--- src/rtl/alu_ctrl_pkg.sv ---
// Shared types and constants for the two-requester ALU arbiter.
package alu_ctrl_pkg;

  typedef enum logic [1:0] {
    IDLE    = 2'd0,
    ISSUE   = 2'd1,
    CAPTURE = 2'd2,
    RESP    = 2'd3
  } state_t;

  // Function codes that get special treatment before the ALU is engaged
  localparam logic [3:0] FUNC_DIV     = 4'b0011;
  localparam logic [3:0] FUNC_INVALID = 4'b1111;

  // Requester identifier width (two requesters)
  localparam int REQ_ID_W = 1;

endpackage

--- src/rtl/alu_arbiter_if.sv ---
// Requester and ALU side signals of the arbiter, bundled as one bus.
interface alu_arbiter_if #(
  parameter int DATA_WIDTH = 8
);

  logic [1:0]              req_valid;
  logic [1:0]              req_ready;
  logic [DATA_WIDTH-1:0]   req0_A;
  logic [DATA_WIDTH-1:0]   req0_B;
  logic [3:0]              req0_func;
  logic [DATA_WIDTH-1:0]   req1_A;
  logic [DATA_WIDTH-1:0]   req1_B;
  logic [3:0]              req1_func;
  logic [DATA_WIDTH-1:0]   alu_A;
  logic [DATA_WIDTH-1:0]   alu_B;
  logic [3:0]              alu_function;
  logic                    alu_enable;
  logic                    alu_result_valid;
  logic [2*DATA_WIDTH-1:0] alu_result;
  logic [1:0]              resp_valid;
  logic [2*DATA_WIDTH-1:0] resp_result;
  logic                    resp_error;

  // Arbiter side
  modport slave (
    input  req_valid, req0_A, req0_B, req0_func, req1_A, req1_B, req1_func,
    input  alu_result_valid, alu_result,
    output req_ready, alu_A, alu_B, alu_function, alu_enable,
    output resp_valid, resp_result, resp_error
  );

  // Requesters plus ALU side
  modport master (
    output req_valid, req0_A, req0_B, req0_func, req1_A, req1_B, req1_func,
    output alu_result_valid, alu_result,
    input  req_ready, alu_A, alu_B, alu_function, alu_enable,
    input  resp_valid, resp_result, resp_error
  );

endinterface

--- src/rtl/alu_arbiter_rr_arbiter2.sv ---
// Two-input round-robin grant: under contention the requester that did not
// win last time is granted; a lone requester always wins.
module rr_arbiter2 (
  input  logic [1:0] req_valid,
  input  logic       last_grant,
  output logic [1:0] grant
);

  // One-hot grant selection
  always_comb begin
    grant = 2'b00;
    case (req_valid)
      2'b01:   grant = 2'b01;
      2'b10:   grant = 2'b10;
      2'b11:   grant = last_grant ? 2'b01 : 2'b10;
      default: grant = 2'b00;
    endcase
  end

endmodule

--- src/rtl/alu_arbiter.sv ---
// Shares one ALU between two requesters: round-robin acceptance, illegal-op
// screening, ALU sequencing and per-requester response pulses.
module alu_arbiter
  import alu_ctrl_pkg::*;
#(
  parameter int DATA_WIDTH = 8
) (
  input  logic          clk,
  input  logic          reset,
  alu_arbiter_if.slave  bus
);

  state_t                  state;
  logic [REQ_ID_W-1:0]     last_grant;
  logic [REQ_ID_W-1:0]     req_id;
  logic [1:0]              grant;
  logic [1:0]              req_ready_c;
  logic                    handshake;
  logic [REQ_ID_W-1:0]     sel_id;
  logic [DATA_WIDTH-1:0]   sel_a;
  logic [DATA_WIDTH-1:0]   sel_b;
  logic [3:0]              sel_func;

  logic [DATA_WIDTH-1:0]   alu_a_r;
  logic [DATA_WIDTH-1:0]   alu_b_r;
  logic [3:0]              alu_func_r;
  logic                    alu_en_r;
  logic [1:0]              resp_valid_r;
  logic [2*DATA_WIDTH-1:0] resp_result_r;
  logic                    resp_error_r;

  // Operations the ALU must never see
  function automatic logic is_illegal(input logic [3:0] func,
                                      input logic [DATA_WIDTH-1:0] b);
    return (func == FUNC_INVALID) || ((func == FUNC_DIV) && (b == '0));
  endfunction

  function automatic logic [1:0] id_onehot(input logic [REQ_ID_W-1:0] id);
    return (id != '0) ? 2'b10 : 2'b01;
  endfunction

  rr_arbiter2 u_rr_arbiter2 (
    .req_valid  (bus.req_valid),
    .last_grant (last_grant),
    .grant      (grant)
  );

  // Ready only offered while idle; operand mux follows the winner
  always_comb begin
    req_ready_c = 2'b00;
    if ((state == IDLE) && !reset) begin
      req_ready_c = grant;
    end
    handshake = |(bus.req_valid & req_ready_c);
    sel_id    = grant[1];
    sel_a     = grant[1] ? bus.req1_A    : bus.req0_A;
    sel_b     = grant[1] ? bus.req1_B    : bus.req0_B;
    sel_func  = grant[1] ? bus.req1_func : bus.req0_func;
  end

  // Control FSM with registered ALU and response outputs
  always_ff @(posedge clk) begin
    if (reset) begin
      state         <= IDLE;
      last_grant    <= 1'b1;
      req_id        <= '0;
      alu_a_r       <= '0;
      alu_b_r       <= '0;
      alu_func_r    <= '0;
      alu_en_r      <= 1'b0;
      resp_valid_r  <= 2'b00;
      resp_result_r <= '0;
      resp_error_r  <= 1'b0;
    end else begin
      alu_en_r     <= 1'b0;
      resp_valid_r <= 2'b00;
      case (state)
        IDLE: begin
          if (handshake) begin
            last_grant <= sel_id;
            req_id     <= sel_id;
            if (is_illegal(sel_func, sel_b)) begin
              resp_result_r <= '0;
              resp_error_r  <= 1'b1;
              resp_valid_r  <= id_onehot(sel_id);
              state         <= RESP;
            end else begin
              alu_a_r    <= sel_a;
              alu_b_r    <= sel_b;
              alu_func_r <= sel_func;
              alu_en_r   <= 1'b1;
              state      <= ISSUE;
            end
          end
        end
        ISSUE: begin
          state <= CAPTURE;
        end
        CAPTURE: begin
          resp_result_r <= bus.alu_result_valid ? bus.alu_result : '0;
          resp_error_r  <= ~bus.alu_result_valid;
          resp_valid_r  <= id_onehot(req_id);
          state         <= RESP;
        end
        RESP: begin
          state <= IDLE;
        end
        default: begin
          state <= IDLE;
        end
      endcase
    end
  end

  assign bus.req_ready    = req_ready_c;
  assign bus.alu_A        = alu_a_r;
  assign bus.alu_B        = alu_b_r;
  assign bus.alu_function = alu_func_r;
  assign bus.alu_enable   = alu_en_r;
  assign bus.resp_valid   = resp_valid_r;
  assign bus.resp_result  = resp_result_r;
  assign bus.resp_error   = resp_error_r;

endmodule

--- src/flat_wrapper.sv ---
// flat-port wrapper written by rule: the top's interface ports become plain ports
module alu_arbiter_flat import alu_ctrl_pkg::*;
#(
  parameter int DATA_WIDTH = 8
)
  (clk, reset, bus_req_valid, bus_req0_A, bus_req0_B, bus_req0_func, bus_req1_A, bus_req1_B, bus_req1_func, bus_alu_result_valid, bus_alu_result, bus_req_ready, bus_alu_A, bus_alu_B, bus_alu_function, bus_alu_enable, bus_resp_valid, bus_resp_result, bus_resp_error);
  alu_arbiter_if #(.DATA_WIDTH(DATA_WIDTH)) bus_i ();
  input  logic clk;
  input  logic reset;
  input wire logic [$bits(bus_i.req_valid)-1:0] bus_req_valid;
  input wire logic [$bits(bus_i.req0_A)-1:0] bus_req0_A;
  input wire logic [$bits(bus_i.req0_B)-1:0] bus_req0_B;
  input wire logic [$bits(bus_i.req0_func)-1:0] bus_req0_func;
  input wire logic [$bits(bus_i.req1_A)-1:0] bus_req1_A;
  input wire logic [$bits(bus_i.req1_B)-1:0] bus_req1_B;
  input wire logic [$bits(bus_i.req1_func)-1:0] bus_req1_func;
  input wire logic [$bits(bus_i.alu_result_valid)-1:0] bus_alu_result_valid;
  input wire logic [$bits(bus_i.alu_result)-1:0] bus_alu_result;
  output wire logic [$bits(bus_i.req_ready)-1:0] bus_req_ready;
  output wire logic [$bits(bus_i.alu_A)-1:0] bus_alu_A;
  output wire logic [$bits(bus_i.alu_B)-1:0] bus_alu_B;
  output wire logic [$bits(bus_i.alu_function)-1:0] bus_alu_function;
  output wire logic [$bits(bus_i.alu_enable)-1:0] bus_alu_enable;
  output wire logic [$bits(bus_i.resp_valid)-1:0] bus_resp_valid;
  output wire logic [$bits(bus_i.resp_result)-1:0] bus_resp_result;
  output wire logic [$bits(bus_i.resp_error)-1:0] bus_resp_error;
  assign bus_i.req_valid = bus_req_valid;
  assign bus_i.req0_A = bus_req0_A;
  assign bus_i.req0_B = bus_req0_B;
  assign bus_i.req0_func = bus_req0_func;
  assign bus_i.req1_A = bus_req1_A;
  assign bus_i.req1_B = bus_req1_B;
  assign bus_i.req1_func = bus_req1_func;
  assign bus_i.alu_result_valid = bus_alu_result_valid;
  assign bus_i.alu_result = bus_alu_result;
  assign bus_req_ready = bus_i.req_ready;
  assign bus_alu_A = bus_i.alu_A;
  assign bus_alu_B = bus_i.alu_B;
  assign bus_alu_function = bus_i.alu_function;
  assign bus_alu_enable = bus_i.alu_enable;
  assign bus_resp_valid = bus_i.resp_valid;
  assign bus_resp_result = bus_i.resp_result;
  assign bus_resp_error = bus_i.resp_error;
  alu_arbiter #(.DATA_WIDTH(DATA_WIDTH)) u_core (.clk(clk), .reset(reset), .bus(bus_i));
endmodule
--- config.mk ---
export PLATFORM = sky130hd
export DESIGN_NAME = alu_arbiter_flat
export DESIGN_NICKNAME = d
export VERILOG_FILES = /design/src/rtl/alu_ctrl_pkg.sv /design/src/rtl/alu_arbiter_if.sv /design/src/rtl/alu_arbiter_rr_arbiter2.sv /design/src/rtl/alu_arbiter.sv /design/src/flat_wrapper.sv
export SDC_FILE = /design/constraint.sdc
export NUM_CORES = 1
export LEC_CHECK = 0
export CORE_MARGIN = 10
export CORE_UTILIZATION = 36
export DETAILED_ROUTE_END_ITERATION = 8
export GPL_TIMING_DRIVEN = 1
export MAX_ROUTING_LAYER = met4
export PLACE_DENSITY = 0.75
export RECOVER_POWER = 100
export SYNTH_ARGS = -nofsm -noshare
export SYNTH_HDL_FRONTEND = slang
export SYNTH_SLANG_ARGS = --single-unit
--- constraint.sdc ---
create_clock -name clk -period 2.1 [get_ports clk]
set_clock_uncertainty 0.05 [all_clocks]
set_input_delay 0.42 -clock clk [delete_from_list [all_inputs] [get_ports clk]]
set_output_delay 0.42 -clock clk [all_outputs]
set_load 0.02 [all_outputs]
==> PnR_summary.wiki, run 1 <==
{| class="wikitable"
! Metric !! Value
|-
| Number of I/O pins || 103
|-
| Worst-Skew Late Latency || around 290 ps
|-
| Final period utilization || 96.6%
|-
| Worst Tran Pin Value || around 400 ps
|-
| Layout Area Growth over Synthesis || 76.6%
|-
| Post-route minimum period || 2030 ps
|-
| Nature of the critical path endpoint || flop
|-
| Pin count of the biggest net entering global routing || 21
|-
| Final global-route overflow total || 0
|-
| Clock Path Buffers || 2
|-
| Setup slack after layout || slightly above 70 ps
|-
| P_leak || about 1.6 nW
|-
| Count of distinct cell types in the synthesized netlist || 32
|-
| Post-Syn Nets || 272
|-
| Initial core utilization || a little under two fifths
|-
| Synthesized area per cell || between 9 and 10 µm²
|-
| Total via count after detailed routing || 2146
|-
| First-pass GRT wire length || 10700 µm
|-
| Number of buffers added on ports || 102
|-
| Yosys top cell by area || dfxtp_1
|-
| CTS sink cnt || 44
|-
| Sequential element share of the synthesized area || 42.8%
|-
| Detailed-route wire length || approximately 7200 µm
|-
| H-tree level count || 2
|-
| Final net count || 400
|-
| Overall die height || 95.6 µm
|-
| Drt via density || 5.23
|-
| Antenna violations before repair || 0
|-
| Area contributors post-synth || dfxtp_1 43%, mux2i_1 9.3%, a221o_1 7.8%, a22o_1 6.8%, a211oi_1 6.6%
|-
| Syn Inst Count || around 210
|-
| Critical Setup Path Class || input pin to flop
|-
| Die Span X || about 96 µm
|-
| Instance area at placement || between 3000 and 4000 µm²
|-
| Layout cells sized above 1 || 19.5%
|-
| Required time of the critical path || around 2300 ps
|-
| TritonCTS buffer count || 5
|-
| Vias in the first global route || 2138
|-
| Minimum hold slack || ~450 ps
|-
| Kind of start point of the critical path || input pin
|-
| Final Setup Violations || 0
|-
| Achievable frequency || between 400 and 500 MHz
|-
| Post-cts hold buffer count || 0
|-
| Largest voltage drop on the vdd net || roughly 0.45 mV
|-
| Area of the die || just over 9000 µm²
|-
| Placer congestion estimate || 0.791
|-
| Clock tree from TritonCTS || built
|-
| Max_cap viols || 0
|-
| Number of pins with negative max-slew slack in the final report || 0
|-
| Tot GR Track Use || 14.9%
|-
| Most frequent cells in the layout || 64 x clkdlybuf4s50_1, 43 x dfxtp_1, 35 x dlygate4sd3_1
|-
| Post-detailed-placement half-perimeter wirelength || approximately 5300 µm
|-
| Hold Crit Class || flop to flop
|-
| Total of warnings raised by yosys || 0
|-
| Arrival time at the worst endpoint || about 2200 ps
|-
| Flop-to-flop setup slack || about 100 ps
|-
| Area share of the leading cell type in the synthesized netlist || ~43%
|-
| Netlist Area Pre-Place || between 2000 and 2500 µm²
|-
| Routed wirelength normalized by instance count || around 18 µm
|-
| Cell at the root of the clock tree || clkbuf_8
|-
| Cell row count || 27
|-
| CTS clk-pin slew, worst paths || roughly 80 ps
|-
| Core area || around 5500 µm²
|-
| Detailed-routing iteration count for the pre-antenna-repair pass || 6
|-
| Remaining DRCs || 0
|-
| Post-Place Cells || 396
|-
| CP max FO || 10
|-
| Number of nets still failing antenna checks after routing || 0
|-
| Drt first-iter violations || between 150 and 200
|-
| Total negative slack || 0 ps
|-
| Number of antenna diodes || 0
|-
| Commonest non-fill, non-tap cell in the layout || clkdlybuf4s50_1
|-
| Layout Cell Area excl Fill || about 3600 µm²
|-
| Power density normalized to cell area || between 900 and 1000 nW/µm²
|-
| Post-place setup slack || -597 ps
|-
| Final count of hold timing violations || 0
|-
| Post-synthesis register bit count || 44
|-
| Number of cells in the finished layout apart from fillers || about 400
|-
| Worst rel slew slack || around 73%
|-
| Result of the run || complete, no violations
|}
## worst max-delay path, cell delays in order
cell,delay [ps]
clkdlybuf4s50_1,460
nor2b_4,130
buf_4,120
and2b_2,170
buf_4,150
and4_4,300
buf_12,150
nor2_1,40
a211oi_1,220
## through the flow
step | power, mW | utilization, %
after floorplan | 1.87 | -
after global placement | 2.54 | 59.8
after detailed placement | 2.57 | 59.8
after CTS | 3.30 | 63.4
after global routing | 3.52 | 65.5
final | 3.33 | 65.5
## routing by layer
layer	global-route usage [%]	wire length, µm	vias up
li1	-	-	1059
met1	18.4	3200	1002
met2	23.4	3450	81
met3	4.48	459	4
met4	3.56	61	0
met5	-	0	-
## registers in the layout (all words and copies together), names as in the netlist, 2 cells and up
signal / flops
u_core.state: 2
u_core.bus.alu_B: 8
u_core.bus.resp_valid: 2
u_core.bus.resp_result: 16
u_core.bus.alu_function: 4
u_core.bus.alu_A: 8
## where the power goes
group / switching, mW / leakage, nW / internal [mW] / total (mW)
registers: 0.105 / 0.361 / 1.02 / 1.13
clock network: 0.296 / 0.0541 / 0.352 / 0.648
logic: 0.772 / 1.15 / 0.781 / 1.55
## layout make-up
cell class	instances	area, µm²
clock buffer	5	68.8
multi-input combinational	146	1180
inverter	4	15.0
fill	455	1910
clock inverter	3	42.5
timing repair buffer	136	1350
tap	72	90.1
sequential	44	882
## cell usage after synthesis, drive strengths merged
cell type  number
a211oi         18
a21bo           1
a21boi          2
a21oi           3
a221o          16
a22o           16
a311oi          2
a32oi           1
and2b           1
and4            1
buf             8
clkbuf          7
dfxtp          44
ha              2
inv             4
mux2            1
mux2i          19
nand2           8
nand2b          1
nand3           1
nand3b          1
nand4           4
nor2           29
nor2b           3
nor3            2
nor3b           1
nor4            4
nor4bb          2
o21ai           6
o2bb2ai         1
## worst paths after layout
path / startpoint / to / cells past startpoint
min: u_core.bus.alu_B[5] / u_core.bus.alu_B[5] / 2
max: reset / u_core.bus.alu_B[3] / 9
min reg2reg: u_core.bus.alu_B[5] / u_core.bus.alu_B[5] / 2
max reg2reg: u_core.state[0] / u_core.bus.alu_B[3] / 10
## logic make-up (layout without fill, tap and decap cells)
group | Yosys count | count (layout) | share of synthesized area (%)
compound gates | 66 | 66 | 26.3
simple gates | 58 | 58 | 15.3
flops | 44 | 44 | 42.8
mux | 20 | 20 | 9.98
buf+inv | 19 | 148 | 4.38
fa+ha+maj | 2 | 2 | 1.22
## timing repair
| action | in CTS | in global routing |
|---|---|---|
| resized for setup | 13 | 20 |
| setup buffers | 2 | 2 |
| setup endpoints to repair | 19 | 39 |
| pin swaps | 1 | 7 |
| gates cloned | 1 | 1 |
No activity file was read; power rests on OpenSTA's default activity.
==> run 2: changes to the inputs <==
--- a/config.mk
+++ b/config.mk
@@ -5,13 +5,15 @@
 export SDC_FILE = /design/constraint.sdc
 export NUM_CORES = 1
 export LEC_CHECK = 0
+export ABC_AREA = 1
 export CORE_MARGIN = 10
-export CORE_UTILIZATION = 36
+export CORE_UTILIZATION = 38
 export DETAILED_ROUTE_END_ITERATION = 8
 export GPL_TIMING_DRIVEN = 1
 export MAX_ROUTING_LAYER = met4
 export PLACE_DENSITY = 0.75
 export RECOVER_POWER = 100
+export SLEW_MARGIN = 20
 export SYNTH_ARGS = -nofsm -noshare
 export SYNTH_HDL_FRONTEND = slang
 export SYNTH_SLANG_ARGS = --single-unit
==> run 2 against run 1 <==
  * Final cell count up 46%
  * Global-route usage grew 0.60 points
  * Hold slack got worse by 52 ps
  * Flip-flop and latch count stayed put
  * Synthesized cell count rose by 84%
  * Non-clock buffer count increased by 13
  * Synthesized area is 15% higher
  * Core utilization shrank 1.1 points
  * First-iteration DRC count down 40%
==> PnR_summary.wiki, run 2 <==
{| class="wikitable"
! Metric !! Value
|-
| Drt via density || 4.53 (-13%)
|-
| CP max FO || 2 (-8)
|-
| Critical Setup Path Class || flop to output pin
|-
| Most instantiated cells after synthesis || 134 x nand2_1, 59 x inv_1, 49 x nor2_1
|-
| Post-detailed-placement half-perimeter wirelength || 5780 µm (+9.0%)
|-
| Post-route minimum period || 2010 ps (-22.2 ps)
|-
| Netlist Area Pre-Place || 2360 µm² (+15%)
|-
| Largest voltage drop on the vdd net || 0.540 mV (+19%)
|-
| CTS clk-pin slew, worst paths || 90 ps (about the same)
|-
| Antenna violations before repair || 0 (unchanged)
|-
| Layout cells sized above 1 || 13.5% (-6.0 points)
|-
| Commonest non-fill, non-tap cell in the layout || nand2_1
|-
| Minimum hold slack || 398 ps (-52.0 ps)
|-
| Core area || 5990 µm² (+8.1%)
|-
| Initial core utilization || 39.5% (+2.3 points)
|-
| Cell at the root of the clock tree || clkbuf_8
|-
| Logic depth of the worst register-to-register path || 12 (+2)
|-
| Number of synthesized flops with an enable pin || 0 (unchanged)
|-
| CTS sink cnt || 44 (unchanged)
|-
| Number of I/O pins || 103 (unchanged)
|-
| Hold Crit Class || flop to flop
|-
| Overall die height || 98.9 µm (+3.5%)
|-
| Final net count || 586 (+47%)
|-
| Yosys top cell by area || dfxtp_1
|-
| Number of nets still failing antenna checks after routing || 0 (unchanged)
|-
| Nature of the critical path endpoint || output pin
|-
| Remaining DRCs || 0 (unchanged)
|-
| Tot GR Track Use || 15.5% (+0.60 points)
|-
| WHS Path Cells || 2 (unchanged)
|-
| Total via count after detailed routing || 2712 (+26%)
|-
| Detailed-routing iteration count for the pre-antenna-repair pass || 4 (-2)
|-
| Syn Inst Count || 385 (+84%)
|-
| Power, Total || 4.13 mW (+24%)
|-
| Worst Tran Pin Value || 500 ps (+94.7 ps)
|-
| Count of distinct cell types in the synthesized netlist || 24 (-25%)
|-
| Drt first-iter violations || 93 (-40%)
|-
| Cell row count || 28 (+3.7%)
|-
| Achievable frequency || 498 MHz (+1.1%)
|-
| Area share of the leading cell type in the synthesized netlist || 37.3% (-5.6 points)
|-
| Worst reg2reg path startpoint || u_core.state[0]
|-
| Clock Path Buffers || 2 (unchanged)
|-
| Die Span X || 98.9 µm (+3.5%)
|-
| Clock tree from TritonCTS || built
|-
| Final Setup Violations || 0 (unchanged)
|-
| Endpoint of the lowest-slack register-to-register path || u_core.bus.alu_A[4]
|-
| Pin count of the biggest net entering global routing || 24 (+14%)
|-
| Final period utilization || 95.6% (-1.1 points)
|-
| P_leak || 1.97 nW (+26%)
|-
| First-pass GRT wire length || 12600 µm (+17%)
|-
| Number of antenna diodes || 0 (unchanged)
|-
| Max_cap viols || 0 (unchanged)
|-
| Area contributors post-synth || dfxtp_1 37%, nand2_1 21%, inv_1 9.4%, nor2_1 7.8%, nand3_1 6.1%
|-
| Number of buffers added on ports || 102 (unchanged)
|-
| TritonCTS buffer count || 5 (unchanged)
|-
| Arrival time at the worst endpoint || 1540 ps (-640 ps)
|-
| Post-cts hold buffer count || 0 (unchanged)
|-
| Most used DFF post-synth || dfxtp_1
|-
| Vias in the first global route || 2741 (+28%)
|-
| Most frequent cells in the layout || 133 x nand2_1, 60 x inv_1, 58 x clkdlybuf4s50_1
|-
| Post-Syn Nets || 448 (+65%)
|-
| Sequential element share of the synthesized area || 37.3% (-5.6 points)
|-
| Post-synthesis register bit count || 44 (unchanged)
|-
| Destination of the worst hold path || u_core.bus.alu_function[1]
|-
| Power density normalized to cell area || 1070 nW/µm² (+17%)
|-
| Placer congestion estimate || 0.862 (+9.1%)
|-
| Worst rel slew slack || 66.6% (-6.4 points)
|-
| Hold_sp || u_core.bus.alu_function[1]
|-
| Flop-to-flop setup slack || 200 ps (+100 ps)
|-
| Most instantiated library cell after synthesis || nand2_1
|-
| Detailed-route wire length || 7430 µm (+3.5%)
|-
| Synthesized area per cell || 6.14 µm² (-38%)
|-
| Largest register FFs || 16 (unchanged)
|-
| Final count of hold timing violations || 0 (unchanged)
|-
| Final global-route overflow total || 0 (unchanged)
|-
| Layout Area Growth over Synthesis || 63.2%
|-
| Routed wirelength normalized by instance count || 12.4 µm (-29%)
|-
| Kind of start point of the critical path || flop
|-
| H-tree level count || 2 (unchanged)
|-
| Required time of the critical path || 1630 ps (-620 ps)
|-
| Total of warnings raised by yosys || 0 (unchanged)
|-
| Result of the run || complete, no violations
|-
| Worst-Skew Late Latency || 300 ps (about the same)
|-
| Asr flop ratio synth || 0% (unchanged)
|-
| Final core area utilization || 64.4% (-1.1 points)
|-
| Number of pins with negative max-slew slack in the final report || 0 (unchanged)
|-
| Area of the die || 9770 µm² (+7.0%)
|}
==> run 2: cell types whose count changed after synthesis, sizes merged, moves of 16 or more <==
cell / previous run / this run
nand2: 8 / 136
inv: 4 / 61
nand3: 1 / 30
nor2: 29 / 50
a21oi: 3 / 22
mux2i: 19 / 0
a211oi: 18 / 1
a221o: 16 / 0
a22o: 16 / 0
==> run 2: how the worst max path moves through the flow <==
| stage | endpoint | start | cells past startpoint | slack (ps) |
|---|---|---|---|---|
| 3_5_place_dp | bus_req_ready[0] | bus_req_valid[0] | 4 | -460 |
| 3_3_place_gp | bus_req_ready[0] | bus_req_valid[0] | 4 | -430 |
| 4_1_cts | u_core.bus.alu_B[6] | bus_req_valid[1] | 15 | 50 |
| 5_1_grt | u_core.bus.alu_A[5] | bus_req_valid[0] | 15 | -6 |
| 6_report | bus_req_ready[0] | u_core.state[0] | 7 | 90 |
| 2_1_floorplan | u_core.bus.resp_error | u_core.state[0] | 12 | 250 |
==> run 2: power by group <==
group / leakage, nW / internal [mW] / total (mW) / switching, mW
sequential: 0.362 / 1.08 / 1.20 / 0.117
combinational: 1.57 / 1.09 / 2.40 / 1.31
clock: 0.0479 / 0.232 / 0.528 / 0.296
total: 1.97 / 2.40 / 4.13 / 1.72
==> run 2: final cells by class <==
| type | instances | area (µm²) |
|---|---|---|
| clock buffer | 5 | 68.8 |
| clock inverter | 3 | 18.8 |
| fill | 528 | 2130 |
| inverter | 62 | 233 |
| multi-input combinational | 261 | 1160 |
| sequential | 44 | 881 |
| tap | 75 | 93.8 |
| timing repair buffer | 149 | 1410 |
==> run 2: cells by family (layout without fill, tap and decap cells) <==
logic type	count (synthesis)	count (layout)	synth area share [%]
fa+ha+maj	2	2	1.06
compound gates	33	33	7.94
simple gates	225	226	38.3
buf+inv	81	219	15.4
flops	44	44	37.3
==> run 2: per-stage QoR <==
| stage | instances | setup WS, ps | instance area (µm²) | TNS, ps |
|---|---|---|---|---|
| final | 599 | 92.9 | 3860 | 0 |
| after global routing | 599 | -6.48 | 3860 | -12.9 |
| after CTS | 599 | 53.4 | 3850 | 0 |
| after detailed placement | 587 | -463 | 3730 | -16530 |
| after global placement | 587 | -429 | 3730 | -14600 |
| after floorplan | 385 | 245 | 2360 | 0 |
==> run 2: worst max-delay path, cell delays in order (launching register included) <==
cell      delay [ps]
dfxtp_1          310
inv_1             70
ha_1             170
inv_1             60
nor2_1            80
inv_1             80
a211oi_2         230
clkbuf_2         230
==> run 2: what timing repair did <==
item,CTS,global route
endpoints found under the setup margin,40,42
pin swaps,2,1
buffers inserted,3,0
gates resized for setup,15,9
cloned,1,0
==> run 2: metal layers <==
metal  vias to the layer above  wire [µm]  track usage, %
li1                       1432          -               -
met1                      1213       3120            16.5
met2                        60       3730            27.2
met3                         7        504            5.31
met4                         0         77            3.42
met5                         -          0               -
==> run 3: changes to the inputs <==
--- a/config.mk
+++ b/config.mk
@@ -7,11 +7,12 @@
 export LEC_CHECK = 0
 export ABC_AREA = 1
 export CORE_MARGIN = 10
-export CORE_UTILIZATION = 38
+export CORE_UTILIZATION = 39
+export CTS_BUF_LIST = sky130_fd_sc_hd__clkbuf_8
 export DETAILED_ROUTE_END_ITERATION = 8
 export GPL_TIMING_DRIVEN = 1
 export MAX_ROUTING_LAYER = met4
-export PLACE_DENSITY = 0.75
+export PLACE_DENSITY = 0.77
 export RECOVER_POWER = 100
 export SLEW_MARGIN = 20
 export SYNTH_ARGS = -nofsm -noshare
==> run 3 against run 2 <==
  * Hold slack improved by 5.6 ps
  * Clock power rose by 27%
  * Register-to-register slack worse by 40 ps
  * Combinational power barely moved
  * Largest cell class unchanged
==> PnR_summary.wiki, run 3 (synthesized netlist as in run 2, its figures left out) <==
{| class="wikitable"
! Metric !! Value
|-
| Result of the run || complete, no violations
|-
| Worst reg2reg path startpoint || u_core.last_grant
|-
| CTS sink cnt || 44 (unchanged)
|-
| Standard cell with the maximum stage delay on the critical path || dfxtp_1
|-
| TritonCTS buffer count || 5 (unchanged)
|-
| Worst rel slew slack || 68.4% (+1.8 points)
|-
| Number of nets still failing antenna checks after routing || 0 (unchanged)
|-
| Post-detailed-placement half-perimeter wirelength || 5840 µm (+1.2%)
|-
| Power, Total || 4.27 mW (+3.3%)
|-
| Post-cts hold buffer count || 0 (unchanged)
|-
| Antenna violations before repair || 0 (unchanged)
|-
| Placer congestion estimate || 0.850 (-1.4%)
|-
| First-pass GRT wire length || 12300 µm (-2.4%)
|-
| Final global-route overflow total || 0 (unchanged)
|-
| Initial core utilization || 40.2% (+0.70 points)
|-
| P_leak || 1.96 nW (-1.0%)
|-
| Required time of the critical path || 1630 ps (about the same)
|-
| Final count of hold timing violations || 0 (unchanged)
|-
| Final net count || 579 (-1.2%)
|-
| Die Span X || 97.8 µm (-1.0%)
|-
| Routed wirelength normalized by instance count || 12.4 µm (+0.38%)
|-
| Combined area of the multi-input logic cells || 1140 µm² (-1.7%)
|-
| Layout Cell Area excl Fill || 3840 µm² (-0.32%)
|-
| Detailed-route wire length || 7370 µm (-0.79%)
|-
| Proportion of total power due to net switching || 40.5% (-1.2 points)
|-
| Most frequent cells in the layout || 133 x nand2_1, 59 x inv_1, 58 x clkdlybuf4s50_1
|-
| Worst-Skew Late Latency || 300 ps (about the same)
|-
| Power density normalized to cell area || 1110 nW/µm² (+3.7%)
|-
| Kind of start point of the critical path || flop
|-
| Number of I/O pins || 103 (unchanged)
|-
| Cell at the root of the clock tree || clkbuf_8
|-
| Layout Area Growth over Synthesis || 62.7%
|-
| Sequential cell area || 882 µm² (+0.14%)
|-
| Total negative slack || 0 ps (unchanged)
|-
| Clock Path Buffers || 2 (unchanged)
|-
| Nature of the critical path endpoint || output pin
|-
| Flop-to-flop setup slack || 160 ps (-40 ps)
|-
| Combinational share of power || 56.0% (-2.1 points)
|-
| Remaining DRCs || 0 (unchanged)
|-
| Layout cells sized above 1 || 12.6% (-0.98 points)
|-
| P_sw || 1.73 mW (+0.32%)
|-
| List of cells traversed by the critical path || inv_1 -> ha_1 -> inv_1 -> nor2_1 -> inv_1 -> a211oi_2 -> buf_2
|-
| Number of pins with negative max-slew slack in the final report || 0 (unchanged)
|-
| Clock tree from TritonCTS || built
|-
| Number of buffers added on ports || 102 (unchanged)
|-
| Drt first-iter violations || 118 (+27%)
|-
| Critical path's most frequent cell || inv_1
|-
| Critical Setup Path Class || flop to output pin
|-
| Endpoint of the lowest-slack register-to-register path || u_core.bus.alu_A[3]
|-
| Max_cap viols || 0 (unchanged)
|-
| Minimum hold slack || 404 ps (+5.60 ps)
|-
| CP max FO || 2 (unchanged)
|-
| Tot GR Track Use || 15.5% (-0.073 points)
|-
| Launching instance or port of the critical path || u_core.state[0]
|-
| Termination of the worst setup path || bus_req_ready[0]
|-
| Power Internal || 2.54 mW (+5.5%)
|-
| Achievable frequency || 500 MHz (+0.43%)
|-
| Filler Cell Count || 527 (-0.19%)
|-
| CTS clk-pin slew, worst paths || 90 ps (about the same)
|-
| Logic depth of the worst register-to-register path || 15 (+3)
|-
| Post-route minimum period || 2000 ps (-8.68 ps)
|-
| Area of the die || 9570 µm² (-2.1%)
|-
| Core area || 5890 µm² (-1.8%)
|-
| Vias in the first global route || 2646 (-3.5%)
|-
| Final Setup Violations || 0 (unchanged)
|-
| Proportion of power drawn by flip-flops and latches || 28.3% (-0.8 points)
|-
| Crit-path max cell delay || 300 ps (about the same)
|-
| Clock group share of total power || 15.7% (+2.9 points)
|-
| Instance area at placement || 3710 µm² (-0.34%)
|-
| Final period utilization || 95.2% (-0.41 points)
|-
| Largest voltage drop on the vdd net || 0.593 mV (+9.8%)
|-
| Detailed-routing iteration count for the pre-antenna-repair pass || 4 (unchanged)
|-
| Overall die height || 97.8 µm (-1.0%)
|-
| Setup repair after global routing missed its margin || no
|-
| Cell row count || 28 (unchanged)
|-
| Worst Tran Pin Value || 473 ps (-27.1 ps)
|-
| Largest register FFs || 16 (unchanged)
|-
| Number of antenna diodes || 0 (unchanged)
|-
| H-tree level count || 2 (unchanged)
|-
| Total via count after detailed routing || 2681 (-1.1%)
|-
| Arrival time at the worst endpoint || 1530 ps (about the same)
|-
| Commonest non-fill, non-tap cell in the layout || nand2_1
|-
| Hold Crit Class || flop to flop
|-
| Drt via density || 4.53 (about the same)
|-
| Pin count of the biggest net entering global routing || 20 (-17%)
|}
==> run 3: how the worst min path moves through the flow <==
stage,slack [ps],start,depth (start not counted),end
floorplan,400,u_core.state[1],2,u_core.state[1]
global placement,390,u_core.bus.alu_function[0],2,u_core.bus.alu_function[0]
detailed placement,400,u_core.bus.alu_function[1],2,u_core.bus.alu_function[1]
CTS,410,u_core.bus.alu_function[1],2,u_core.bus.alu_function[1]
global route,430,u_core.bus.alu_function[1],2,u_core.bus.alu_function[1]
finish,400,u_core.bus.alu_function[1],2,u_core.bus.alu_function[1]
==> run 3: layout make-up <==
class	instances	share of cell area, %
Sequential cell	44	22.9
Inverter	62	6.05
Clock buffer	5	1.79
Timing Repair Buffer	143	36.0
Multi-Input combinational cell	260	29.6
Clock inverter	3	1.20
Tap cell	75	2.44
==> run 3: stage by stage <==
| stage | util, % | setup slack [ps] | cells |
|---|---|---|---|
| finish | 65.3 | 102 | 592 |
| global route | 65.3 | 2.38 | 592 |
| CTS | 65.2 | 38.3 | 592 |
| detailed placement | 63.1 | -463 | 582 |
| global placement | 63.1 | -397 | 582 |
| floorplan | - | 245 | 385 |
==> run 3: critical path, delay by kind of cell (launching register included) <==
family / cells / cell delay [ps]
buffers and inverters: 4 / 420
AOI/OAI and AO/OA: 1 / 250
DFF: 1 / 300
adders and majority gates: 1 / 170
and+or+nand+nor: 1 / 80
==> run 3: what timing repair did <==
action	CTS	global route
endpoints found under the setup margin	42	36
pin swaps	2	0
setup buffers	2	0
resized for setup	15	10
endpoints found under the hold margin	0	0
==> run 3: metal layers <==
metal	vias to the layer above	GRT usage (%)	part of all wire [%]
li1	1419	-	-
met1	1187	16.9	44
met4	0	4.70	1.4
met5	-	-	0
met3	10	3.59	4.3
met2	65	27.2	50
==> run 3: power groups by stage <==
stage,Combinational (mW),Sequential (mW),Clock (mW)
after CTS,2.47,1.21,0.689
after floorplan,1.10,1.49,0
after global placement,2.41,1.22,0
after detailed placement,2.46,1.23,0
final,2.39,1.21,0.669
after global routing,2.64,1.23,0.725
==> edit 1: new RTL, config.mk and constraints of run 2 <==
`DATA_WIDTH` is set to 8 in 3 places; all go to 6.
--- a/src/rtl/alu_arbiter_if.sv
+++ b/src/rtl/alu_arbiter_if.sv
@@ -1,5 +1,5 @@
 // Requester and ALU side signals of the arbiter, bundled as one bus.
 interface alu_arbiter_if #(
-  parameter int DATA_WIDTH = 8
+  parameter int DATA_WIDTH = 6
 );
 
--- a/src/rtl/alu_arbiter.sv
+++ b/src/rtl/alu_arbiter.sv
@@ -4,5 +4,5 @@
   import alu_ctrl_pkg::*;
 #(
-  parameter int DATA_WIDTH = 8
+  parameter int DATA_WIDTH = 6
 ) (
   input  logic          clk,
--- a/src/flat_wrapper.sv
+++ b/src/flat_wrapper.sv
@@ -2,5 +2,5 @@
 module alu_arbiter_flat import alu_ctrl_pkg::*;
 #(
-  parameter int DATA_WIDTH = 8
+  parameter int DATA_WIDTH = 6
 )
   (clk, reset, bus_req_valid, bus_req0_A, bus_req0_B, bus_req0_func, bus_req1_A, bus_req1_B, bus_req1_func, bus_alu_result_valid, bus_alu_result, bus_req_ready, bus_alu_A, bus_alu_B, bus_alu_function, bus_alu_enable, bus_resp_valid, bus_resp_result, bus_resp_error);
Interface: changed (8 resized); port bits go from 103 to 83. No check against the original RTL was run, so the function may have changed too.
==> edit 1 against run 2 <==
  * Setup slack better by 0.075 ns
  * Area after synthesis fell by 13%
  * Die area down 10%
  * Total power is 5.9% lower
  * Sequential cell count decreased by 8
  * Cell area down 13%
  * Wire length shrank 21%
  * Sequential power shrank 17%
  * Critical path type unchanged
  * Critical endpoint is now bus_req_ready[1]
==> edit 1: results (changes against run 2) <==
Detailed Route WL=5850 µm (-21%); Final Instance Count excl. Fillers=488 (-19%); number of instances in the synthesized netlist=302 (-22%); total internal power=2.35 mW (-2.3%); DRT iter0 DRCs=44 (-53%); sequential power=998 µW (-17%); via count of the first global-routing pass=2121 (-23%); nets@finish=468 (-20%); global-route usage over all layers=0.134 (-0.0219); clock slew at reported path FFs=0.07 ns (-0.02 ns); fraction of standard cell area in multi-input logic=0.315 (+0.0147); fraction of layout instances using a drive strength above 1=0.189 (+0.0535); met2 layer usage reported by global route=0.226 (-0.0462); Data arrival, critical path=1.46 ns (-0.08 ns); placed inst area=3160 µm² (-15%); non-clock inverter total of the final layout=55 (-11%); max reg flops=12 (-4); power density normalized to cell area=1160 nW/µm² (+8.5%); Layout clock area frac=0.0281 (+0.00536); routability congestion estimate from global placement=0.766 (-11%); pre-CTS setup slack=-0.392 ns (+0.0711 ns); status=completed; Post-Place Cells=476 (-19%); sequential cell area=721 µm² (-18%); routed via count=2155 (-21%); post-synthesis register bit count=36 (-18%); part of the Yosys area used for sequential elements=0.349 (-0.0238); most instantiated cells after synthesis=nand2_1, inv_1, nor2_1; largest net degree at the start of global routing=18 (-25%); fillers=454 (-14%); HPWL after detailed placement=4440 µm (-23%); most area-consuming cells after synthesis=dfxtp_1, nand2_1, inv_1; count of unique library cells instantiated by Yosys=31 (+29%); wire length of the first global-routing pass=9450 µm (-25%)
==> edit 1: changes by cell type after synthesis, moves of 4 or more <==
cell,delta
nand2_1,-55
a21oi_1,-16
nand3_1,-13
a21oi_2,+9
nand2_2,+9
dfxtp_1,-8
nor3_1,-8
inv_1,-7
mux2i_1,+6
nor3b_1,+6
buf_4,-4
nor2_1,-4
==> edit 1: kinds of logic after synthesis <==
kind of cell,count (synthesis),share of synthesized area
fa+ha+maj,2,0.0121
flops,36,0.349
buf+inv,66,0.151
mux,6,0.0291
simple gates,167,0.365
compound gates,25,0.0939
==> edit 1: worst paths after layout <==
kind | endpoint | slack, ns | from | depth (start not counted)
min reg2reg | u_core.bus.alu_function[1] | 0.40 | u_core.bus.alu_function[1] | 2
max | bus_req_ready[1] | 0.17 | u_core.state[0] | 8
min | u_core.bus.alu_function[1] | 0.40 | u_core.bus.alu_function[1] | 2
max reg2reg | u_core.bus.resp_result[6] | 0.20 | u_core.last_grant | 13
==> edit 2: new RTL, flow settings as in run 2 <==
Without the edit above. Reset style: asynchronous (`reset`), changed in one clocked block.
--- a/src/rtl/alu_arbiter.sv
+++ b/src/rtl/alu_arbiter.sv
@@ -60,5 +60,5 @@
 
   // Control FSM with registered ALU and response outputs
-  always_ff @(posedge clk) begin
+  always_ff @(posedge clk or posedge reset) begin
     if (reset) begin
       state         <= IDLE;
Formal check against the unedited RTL: differs if reset is asserted again (counterexample within 4 cycles, from zero or initial values and one cycle with reset high); with reset held inactive, the same outputs for 10 cycles.
==> edit 2 against run 2 <==
  * Wire length shrank 5.4%
  * Non-clock buffer count shrank 10
  * Cell area grew 0.23%
  * Area after synthesis grew 0.64%
  * Largest power group unchanged
  * Critical path type unchanged
  * Highest routed layer unchanged
  * Setup slack gained 0.0019 ns
  * Sequential cell count is the same
  * Final cell count shrank 12%
  * Critical endpoint unchanged
  * Total power grew 2.1%
  * Clock power grew 2%
  * Synthesized cell count shrank 18%
  * First-iteration DRC count shrank 38%
  * Sequential share of layout area grew 5.7 points
==> edit 2: results (changes against run 2) <==
status=completed; placed inst area=3660 µm² (-1.8%); wire length of the first global-routing pass=11400 µm (-9.0%); max-slew headroom at the worst pin=0.494 (-0.173); total design power=4.22 mW (+2.1%); global-route usage over all layers=0.140 (-0.0152); largest incremental delay on the critical path=0.40 ns (+0.09 ns); proportion of final cell area spent on non-clock buffers=0.341 (-0.0232); nonclk buf count=139 (-6.7%); Die X=99.1 µm (+0.25%); most instantiated cells after synthesis=nand2_1, inv_1, dfrtp_1; post-layout instance area=3870 µm² (+0.23%); IR drop worst, VDD=0.000519 V (-3.9%); routed via count=2347 (-13%); met3 wire length=502 µm (-0.40%); mean area per synthesized cell=7.57 µm² (+23%); switching component of the power=1.78 mW (+3.0%); largest net degree at the start of global routing=22 (-8.3%); count of unique library cells instantiated by Yosys=26 (+8.3%); detailed-routed wire length on met2=3290 µm (-12%); wire length on met1=3210 µm (+3.0%); Post-synth ARST share=1.00 (+1.00); Detailed Route WL=7030 µm (-5.4%); via count of the first global-routing pass=2431 (-11%); Post-Place Cells=511 (-13%); DRT iter0 DRCs=58 (-38%); part of the Yosys area used for sequential elements=0.463 (+0.0908); main flop type after synthesis=dfrtp_1; met2 layer usage reported by global route=0.221 (-0.0511); nets@finish=512 (-13%); Leak=2.11 nW (+7.0%); fraction of standard cell area in multi-input logic=0.276 (-0.0240)
## edit 2: changes by cell type after synthesis, moves of 3 or more
cell / before / now
mux2_2: 0 / 8
nor2_1: 49 / 23
o21ai_0: 7 / 4
dfrtp_1: 0 / 43
dfxtp_1: 44 / 0
clkbuf_1: 6 / 1
nor3_1: 9 / 0
nand3b_1: 0 / 8
a21oi_1: 20 / 1
nand3_1: 29 / 20
nand2_1: 134 / 127
inv_1: 59 / 49
## edit 2: kinds of logic after synthesis
| family | share of synthesized area |
|---|---|
| AO/OA/AOI/OAI | 0.0237 |
| flip-flops | 0.463 |
| AND/OR/NAND/NOR | 0.343 |
| adder cells (fa/ha/maj) | 0.0105 |
| multiplexers | 0.0379 |
| buffers and inverters | 0.122 |
## edit 2: worst paths after layout
check | startpoint | end | slack (ns) | cells after the start
setup / recovery | u_core.state[1] | bus_req_ready[0] | 0.09 | 7
hold reg to reg | u_core.req_id | u_core.bus.resp_valid[0] | 0.41 | 1
min in group asynchronous | reset | u_core.bus.resp_valid[0] | 0.62 | 2
hold / removal | u_core.req_id | u_core.bus.resp_valid[0] | 0.41 | 1
setup reg to reg | u_core.state[1] | u_core.bus.resp_result[4] | 0.11 | 12
max in group asynchronous | reset | u_core.bus.alu_B[4] | 0.44 | 3
## edit 2: through the flow
step / setup slack (ns) / hold slack [ns]
floorplan: 0.128 / 0.374
global placement: -0.482 / 0.385
detailed placement: -0.541 / 0.398
CTS: 0.0119 / 0.412
global route: -0.0201 / 0.426
finish: 0.0947 / 0.408
## edit 2: timing repair
action,4_1_cts,5_1_grt
pin swaps,0,6
setup endpoints to repair,41,41
setup buffers,0,4
gates cloned,0,2
endpoints found under the hold margin,0,0
gates resized for setup,12,20
